<file path="src/rtl/traffic_light_ctrl_if.sv">
`default_nettype none
// ============================================================================
// Module      : traffic_light_ctrl_if
// Description : Lamp/status bundle of the two-road traffic-light controller.
//               master : driven by the controller
//               slave  : observed by a monitor or the board top level
//   out   [5:0] lamps {ns_red, ns_yellow, ns_green, ew_red, ew_yellow, ew_green}
//   tick        1 Hz enable, one clock wide
//   phase [1:0] current controller state (debug/verification)
// Revision    : 1.0 - initial release
// ============================================================================
interface traffic_light_ctrl_if;
  logic [5:0] out;
  logic       tick;
  logic [1:0] phase;

  modport master (output out, output tick, output phase);
  modport slave  (input  out, input  tick, input  phase);
endinterface : traffic_light_ctrl_if
`default_nettype wire

</file>
<file path="src/rtl/traffic_light_ctrl.sv">
`default_nettype none
// ============================================================================
// Module      : traffic_light_ctrl
// Description : Two-road (north-south / east-west) traffic-light controller.
//               A prescaler turns the board clock into a one-cycle 1 Hz tick
//               enable, a seconds counter times each phase, and a four-state
//               Moore FSM drives the six lamps. Single clock domain; the
//               tick is a clock enable, never a derived clock.
// Ports       :
//   clk100mhz  in   system clock, rising edge
//   clr        in   asynchronous reset, active low
//   lamps      if   master side of traffic_light_ctrl_if (out, tick, phase)
// Parameters  :
//   CLK_HZ     clock cycles per tick (>= 1)
//   GREEN_SEC  green phase length in ticks (>= 1)
//   YELLOW_SEC yellow phase length in ticks (>= 1)
// Revision    : 1.0 - initial release
// ============================================================================
module traffic_light_ctrl #(
  parameter int CLK_HZ     = 100000000,
  parameter int GREEN_SEC  = 45,
  parameter int YELLOW_SEC = 15
) (
  input  wire logic             clk100mhz,
  input  wire logic             clr,
  traffic_light_ctrl_if.master  lamps
);

  // --------------------------------------------------------------------------
  // Widths: $clog2 of each counter's range, never narrower than one bit.
  // --------------------------------------------------------------------------
  localparam int PRESC_W = (CLK_HZ > 1) ? $clog2(CLK_HZ) : 1;
  localparam int SEC_MAX = (GREEN_SEC > YELLOW_SEC) ? GREEN_SEC : YELLOW_SEC;
  localparam int SEC_W   = (SEC_MAX > 1) ? $clog2(SEC_MAX) : 1;

  localparam logic [PRESC_W-1:0] C_PRESC_LAST  = PRESC_W'(CLK_HZ - 1);
  localparam logic [SEC_W-1:0]   C_GREEN_LAST  = SEC_W'(GREEN_SEC - 1);
  localparam logic [SEC_W-1:0]   C_YELLOW_LAST = SEC_W'(YELLOW_SEC - 1);

  // Lamp patterns {ns_r, ns_y, ns_g, ew_r, ew_y, ew_g}
  localparam logic [5:0] C_LAMP_NS_GREEN  = 6'b001_100;
  localparam logic [5:0] C_LAMP_NS_YELLOW = 6'b010_100;
  localparam logic [5:0] C_LAMP_EW_GREEN  = 6'b100_001;
  localparam logic [5:0] C_LAMP_EW_YELLOW = 6'b100_010;

  typedef enum logic [1:0] {
    S0 = 2'd0,  // NS green,  EW red
    S1 = 2'd1,  // NS yellow, EW red
    S2 = 2'd2,  // NS red,    EW green
    S3 = 2'd3   // NS red,    EW yellow
  } state_t;

  // --------------------------------------------------------------------------
  // State
  // --------------------------------------------------------------------------
  logic [PRESC_W-1:0] presc_q, presc_d;
  logic               tick_q,  tick_d;
  logic [SEC_W-1:0]   sec_q,   sec_d;
  state_t             state_q, state_d;
  logic [5:0]         out_q,   out_d;

  logic               presc_wrap_w;
  logic               expire_w;
  logic [SEC_W-1:0]   phase_last_w;

  // --------------------------------------------------------------------------
  // Next-state logic
  // --------------------------------------------------------------------------
  always_comb begin
    // Prescaler: 0..CLK_HZ-1; the tick register goes high in the cycle
    // after the terminal count, so the first tick lands CLK_HZ cycles
    // after reset release and then every CLK_HZ cycles.
    presc_wrap_w = (presc_q == C_PRESC_LAST);
    presc_d      = presc_wrap_w ? '0 : presc_q + 1'b1;
    tick_d       = presc_wrap_w;

    // Green states share one duration, yellow states the other.
    phase_last_w = ((state_q == S0) || (state_q == S2)) ? C_GREEN_LAST
                                                        : C_YELLOW_LAST;
    expire_w     = tick_q && (sec_q == phase_last_w);

    sec_d = sec_q;
    if (tick_q) begin
      sec_d = expire_w ? '0 : sec_q + 1'b1;
    end

    state_d = state_q;
    if (expire_w) begin
      case (state_q)
        S0:      state_d = S1;
        S1:      state_d = S2;
        S2:      state_d = S3;
        S3:      state_d = S0;
        default: state_d = S0;
      endcase
    end

    // Lamps decoded from the next state so they register on the same edge
    // as the state and never lag it by a cycle.
    case (state_d)
      S0:      out_d = C_LAMP_NS_GREEN;
      S1:      out_d = C_LAMP_NS_YELLOW;
      S2:      out_d = C_LAMP_EW_GREEN;
      S3:      out_d = C_LAMP_EW_YELLOW;
      default: out_d = C_LAMP_NS_GREEN;
    endcase
  end

  // --------------------------------------------------------------------------
  // Registers (FSM, counters and all outputs)
  // --------------------------------------------------------------------------
  always_ff @(posedge clk100mhz or negedge clr) begin
    if (!clr) begin
      presc_q <= '0;
      tick_q  <= 1'b0;
      sec_q   <= '0;
      state_q <= S0;
      out_q   <= C_LAMP_NS_GREEN;
    end else begin
      presc_q <= presc_d;
      tick_q  <= tick_d;
      sec_q   <= sec_d;
      state_q <= state_d;
      out_q   <= out_d;
    end
  end

  assign lamps.out   = out_q;
  assign lamps.tick  = tick_q;
  assign lamps.phase = state_q;

endmodule : traffic_light_ctrl
`default_nettype wire

</file>
<file path="src/flat_wrapper.sv">
// flat-port wrapper written by rule: the top's interface ports become plain ports
module traffic_light_ctrl_flat 
#(
  parameter int CLK_HZ     = 100000000,
  parameter int GREEN_SEC  = 45,
  parameter int YELLOW_SEC = 15
)
  (clk100mhz, clr, lamps_out, lamps_tick, lamps_phase);
  traffic_light_ctrl_if lamps_i ();
  input  wire logic clk100mhz;
  input  wire logic clr;
  output wire logic [$bits(lamps_i.out)-1:0] lamps_out;
  output wire logic [$bits(lamps_i.tick)-1:0] lamps_tick;
  output wire logic [$bits(lamps_i.phase)-1:0] lamps_phase;
  assign lamps_out = lamps_i.out;
  assign lamps_tick = lamps_i.tick;
  assign lamps_phase = lamps_i.phase;
  traffic_light_ctrl #(.CLK_HZ(CLK_HZ), .GREEN_SEC(GREEN_SEC), .YELLOW_SEC(YELLOW_SEC)) u_core (.clk100mhz(clk100mhz), .clr(clr), .lamps(lamps_i));
endmodule
</file>
<file path="config.mk">
export PLATFORM = sky130hd
export DESIGN_NAME = traffic_light_ctrl_flat
export DESIGN_NICKNAME = d
export VERILOG_FILES = /design/src/rtl/traffic_light_ctrl_if.sv /design/src/rtl/traffic_light_ctrl.sv /design/src/flat_wrapper.sv
export SDC_FILE = /design/constraint.sdc
export NUM_CORES = 1
export LEC_CHECK = 0
export CAP_MARGIN = 40
export CORE_MARGIN = 2
export CORE_UTILIZATION = 45
export CTS_BUF_LIST = sky130_fd_sc_hd__clkbuf_4 sky130_fd_sc_hd__clkbuf_8
export DETAILED_ROUTE_END_ITERATION = 6
export GPL_TIMING_DRIVEN = 0
export SLEW_MARGIN = 20
export SYNTH_ARGS = -nofsm -noshare
export SYNTH_HDL_FRONTEND = slang
export SYNTH_SLANG_ARGS = --single-unit
</file>
<file path="constraint.sdc">
create_clock -name clk100mhz -period 2.4 [get_ports clk100mhz]
set_input_delay 0.48 -clock clk100mhz [delete_from_list [all_inputs] [get_ports clk100mhz]]
set_output_delay 0.48 -clock clk100mhz [all_outputs]
set_load 0.005 [all_outputs]
</file>
# After elaboration in Yosys (flattened, before gate mapping)
# Index checks and enable logic that the tools add are counted.
# W data, S select, Z words.
[totals] reg_bits=42 in_bits=2 wordCells=25
[classes] addsub=2 eq_ne=8 n_mux=6 n_reduce_logical=4
[op_table] cell="$add A27 B1 Y27 const B" count=1
[op_table] cell="$eq A27 B27 Y1 const B" count=1
[op_table] cell="$mux W27" count=1
[op_table] cell="$pmux W6 S4" count=1
[op_table] cell="$mux W6" count=2
[op_table] cell="$eq A2 B2 Y1 const B" count=4
[op_table] cell="$pmux W2 S4" count=1
[op_table] cell="$add A6 B1 Y6 const B" count=1
[op_table] cell="$eq A6 B6 Y1" count=1
[op_table] cell="$eq A2 B1 Y1 const B" count=2
[op_table] cell="$logic_not A2 Y1" count=2
[op_table] cell="$mux W2" count=1
[op_table] cell="$logic_and A1 B1 Y1" count=1
[op_table] cell="$logic_or A1 B1 Y1" count=1

# Logic depth before layout (Yosys ltp)
[logic_depth] depth_word=8 mapped_depth=6

# Least setup slack after synthesis
# OpenSTA, ideal clock, no wires.
[synth_path] path_type="flip-flop to flip-flop" startpoint="register u_core.state_q[0] (netlist: u_core.lamps.phase[0])" endpoint="register u_core.out_q[1] (netlist: u_core.lamps.out[1])" setup_ps=119 arrival_ps=1794 t_required_ps=2281 slack_ps=487 path_stages_with_launch=6 path_buffers=0 period_less_slack_ps=1913 cell_sequence="dfrtp_1 > or3b_1 > a211oi_2 > mux2i_1 > inv_2 > and2_1"
[synth_via] elab_chain_cells=8
[synth_lines] item="start, declared" line_no="traffic_light_ctrl.sv:59" source="state_t state_q, state_d;"
[synth_lines] item="start signal, assigned" line_no="traffic_light_ctrl.sv:123" source="state_q <= state_d;"
[synth_lines] item="$eq A2 B2 Y1 / $logic_not A2 Y1 (equally long branches)" line_no="traffic_light_ctrl.sv:78, traffic_light_ctrl.sv:89"
[synth_lines] item="$logic_or A1 B1 Y1" line_no="traffic_light_ctrl.sv:78" source="phase_last_w = ((state_q == S0) || (state_q == S2)) ? C_GREEN_LAST"
[synth_lines] item="$mux W6" line_no="traffic_light_ctrl.sv:78"
[synth_lines] item="$eq A6 B6 Y1" line_no="traffic_light_ctrl.sv:80" source="expire_w = tick_q && (sec_q == phase_last_w);"
[synth_lines] item="$logic_and A1 B1 Y1" line_no="traffic_light_ctrl.sv:80"
[synth_lines] item="$mux W2 (*)" line_no="traffic_light_ctrl.sv:88" source="if (expire_w) begin"
[synth_lines] item="named net u_core.state_d[1]" line_no="traffic_light_ctrl.sv:59"
[synth_lines] item="$eq A2 B2 Y1, or another cell as far along" line_no="traffic_light_ctrl.sv:100" source="case (state_d)"
[synth_lines] item="$pmux W6 S4 (*)" line_no="traffic_light_ctrl.sv:100"
[synth_lines] item="named net u_core.out_d[1]" line_no="traffic_light_ctrl.sv:60" source="logic [5:0] out_q, out_d;"
[synth_lines] item="end signal, assigned" line_no="traffic_light_ctrl.sv:124" source="out_q <= out_d;"
[synth_lines] item="end, declared" line_no="traffic_light_ctrl.sv:60"
# The timed path passes the listed nets; every way through them passes the cells marked *.
# A chain may end at the register's enable or synchronous reset.

# Worst setup path after layout
[layout_path] startpoint="register u_core.sec_q[1]" endpoint="register u_core.out_q[1] (netlist: u_core.lamps.out[1])"
[layout_via] elab_chain_cells=5
[layout_lines] item="start, declared" line_no="traffic_light_ctrl.sv:58" source="logic [SEC_W-1:0] sec_q, sec_d;"
[layout_lines] item="start signal, assigned" line_no="traffic_light_ctrl.sv:116" source="sec_q <= '0;"
[layout_lines] item="start signal, assigned" line_no="traffic_light_ctrl.sv:122" source="sec_q <= sec_d;"
[layout_lines] item="$eq A6 B6 Y1 (*)" line_no="traffic_light_ctrl.sv:80"
[layout_lines] item="$logic_and A1 B1 Y1 (*)" line_no="traffic_light_ctrl.sv:80"
[layout_lines] item="$mux W2 (*)" line_no="traffic_light_ctrl.sv:88"
[layout_lines] item="named net u_core.state_d[1]" line_no="traffic_light_ctrl.sv:59"
[layout_lines] item="$eq A2 B2 Y1, or another cell as far along" line_no="traffic_light_ctrl.sv:100"
[layout_lines] item="$pmux W6 S4 (*)" line_no="traffic_light_ctrl.sv:100"
[layout_lines] item="named net u_core.out_d[1]" line_no="traffic_light_ctrl.sv:60"
# Marked as above.

==> qor.yml <==
setup_path:
  path_max_fanout: 7
  cp.required_ps: 2590
  cp_slowest_stage_delay_ps: 530
  crit_start: "u_core.sec_q[1]"
  reg2reg_depth: 5
  path_class: "reg2reg"
  worstPathCellList: "or3b_1, a211oi_2, mux2i_1, inv_2, and2_1"
  r2r_end: "u_core.lamps.out[1]"
  critPathCapture: "u_core.lamps.out[1]"
  slowest_stage: "a211oi_2"
  rr_startpoint: "u_core.sec_q[1]"
  cp.arrival_ps: 2390
  r2r_slack_ps: 200
  crit_path_start_kind: "flop"
  cp-end-kind: "flop"
logic_synthesis:
  synth-simple-area-share_pct: 25.1
  synth_edf_count: 0
  yosys-top-cells-area: "dfrtp_1 (49%), xor2_1 (4.7%), nand2_1 (3.5%)"
  synth_async_sr_flop_share_pct: 100
  ys_seq_area_share_pct: 51.3
  synth-compound-area-share_pct: 8.95
  synth_top_family_by_area: "simple AND/OR/NAND/NOR gates"
  synth_top_area_cell: "dfrtp_1"
  synth-seq-cells: 42
  synth_ff_type: "dfrtp_1"
  syn_avg_cell_area_sq_um: 10.4
  synthMuxAreaShare_pct: 1.52
  synth_nets: 204
  synth_cells: 198
  synth_xor_xnor_area_share_pct: 7.67
  synth_fa_ha_area_share_pct: 2.44
  synth_area_sq_um: 2050
  synth.top_cell.area_share_pct: 48.7
  synthDistinctLibCells: 44
  yosys_warnings: 0
pwr:
  powerDensity_nw_per_um2: 547
  ir_drop_v: 0.000388
  leakage_nw: 0.995
global_route:
  antenna_found_initial: 0
  grt_max_degree: 24
  gr-total-overflow: 0
  track_usage_pct: 18.1
  grt_pass1_vias: 1615
  grt_pass1_wl_um: 7270
finish:
  seqCellArea_sq_um: 1050
  area_delta_synth_final_pct: 14.7
  multi_input_area_sq_um: 938
  layout.cells.non_filler: 269
  fillers: 398
  diodes: 0
  nNetsFinal: 222
  drive_above_1_share_pct: 11.1
placement:
  port-buffer-count: 10
  dp.final_hpwl_um: 2950
  gp_congestion: 0.769
  dp_cells: 261
cts:
  clk_pin_slew_ps: 80
  postCtsResizedCells: 0
  htree_levels: 2
  clockRootBuffer: "clkbuf_8"
  clockBufferDepth: 2
  post_cts_buffers: 0
  clock_sinks: 42
  cts_hold_repair.buffers: 0
  cts_tree: "yes"
  clock_latency_ps: 290
  cts-buffers-inserted: 5
routing:
  drc: 0
  ant_nets: 0
  drt_iter0_drc: 90
  drt_first_pass_iters: 4
  vias_per_cell: 5.76
  wl_um: 3910
  wl_per_cell_um: 14.6
  num_vias: 1550
floorplanning:
  dieArea_sq_um: 5120
  initial_utilization_pct: 46.9
  ios: 11
  row_count: 24
  core_area_sq_um: 4380
  die_h_um: 71.6
  die_w_um: 71.6
timing:
  fin_crit_ps: 2200
  post-route-period-util_pct: 91.7
  slew_violations: 0
  worst_pin_slew_ps: 556
  finalHoldViolCount: 0
  clock_skew_ps: 10.7
  max_freq_ghz: 0.454
  setup_viol: 0
  max-slew-margin-rel_pct: 62.9
  finalSetupTns_ps: 0
  rsz0062_at_grt: "false"
hold_path:
  worstHoldPathType: "in2async"
run_status:
  status: "finished clean"
job:
  cap_violations: 0
-- state kept, by name, summed over array words and instances (netlist names) --
register / cells
u_core.presc_q: 27
u_core.lamps.out: 6
u_core.sec_q: 6
u_core.lamps.phase: 2
u_core.lamps.tick: 1
-- final cells by class --
class	count	share of cell area, %
plain buffers	4	1.38
clock buffers	6	3.24
clock inverters	2	1.59
inverters	8	1.27
multi-input cells	144	39.8
flip-flops and latches	42	44.7
well taps	52	2.76
repair buffers	11	5.20
-- critical path: cells and delay by family (launching register included) --
kind | cells | cell delay (ps)
AOI/OAI and AO/OA | 1 | 530
and+or+nand+nor | 2 | 560
buffers and inverters | 1 | 80
DFF | 1 | 450
muxes | 1 | 490
-- per-layer routing --
metal	global-route usage [%]	share of wire, %	up-vias
li1	-	-	752
met2	29.4	49	25
met5	0	0	-
met4	5.45	0.87	0
met3	5.20	3.7	4
met1	23.5	47	769
-- cell usage in the layout (no fill, tap or decap), drive strengths merged, types with 2 or more instances in the layout --
cell            n
o31ai           5
or3             6
nand2          19
nand4           7
nand3          10
xor2           11
o21ai           7
dfstp           2
clkdlybuf4s50   9
xnor2           7
nor2           17
inv             8
a21oi           7
clkbuf          7
o31a            2
dfrtp          40
or4             6
and4            4
mux2i           2
and2            2
ha              4
nor3            8
o22ai           2
nor4            3
buf             5
and3            2
-- power by group --
group	leakage [nW]	switching, mW	internal, mW
registers	0.566	0	0.707
clock network	0.0548	0.241	0.322
logic	0.374	0.0142	0.00511
-- synth_stat cells (2+ instances only) --
library cell and number:
and4_1 4, nand3_1 9, xor2_1 11, nand4_1 7
dfrtp_1 40, or4_1 5, inv_1 7, xnor2_1 7
nor2_1 17, o22ai_1 2, dfstp_2 2, o31a_1 2
buf_6 2, and3_1 2, nand2_1 19, a21oi_1 7
nor4_1 2, and2_1 2, or3_1 5, o21ai_0 7
ha_1 4, nor3_1 8, o31ai_1 5, mux2i_1 2
-- worst min-delay path by stage --
stage                                  from             endpoint  slack [ps]  cells past startpoint
after global placement    u_core.presc_q[0]    u_core.presc_q[0]         470                      1
after CTS                               clr      u_core.sec_q[5]         150                      1
final                                   clr      u_core.sec_q[5]         140                      1
after detailed placement                clr      u_core.sec_q[5]         470                      1
after global routing                    clr      u_core.sec_q[5]         150                      1
after floorplan                         clr  u_core.lamps.out[0]         180                      0
-- stage by stage --
step	power (mW)	area, sq um	setup slack, ps	hold slack [ps]	utilization, %
after floorplan	0.721	2050	487	184	-
final	1.29	2360	198	138	53.7
after global routing	1.35	2360	95.2	155	53.7
after global placement	0.736	2220	-155	467	50.6
after detailed placement	0.742	2240	212	470	51.1
after CTS	1.31	2360	202	147	53.7
-- cells by family after synthesis --
| logic type | count (synthesis) |
|---|---|
| and+or+nand+nor | 91 |
| DFF | 42 |
| AOI/OAI and AO/OA | 28 |
| xor gates and xnor gates | 18 |
| buffers and inverters | 12 |
| adders and majority gates | 4 |
| muxes | 3 |
(Power assumes the default switching activity.)
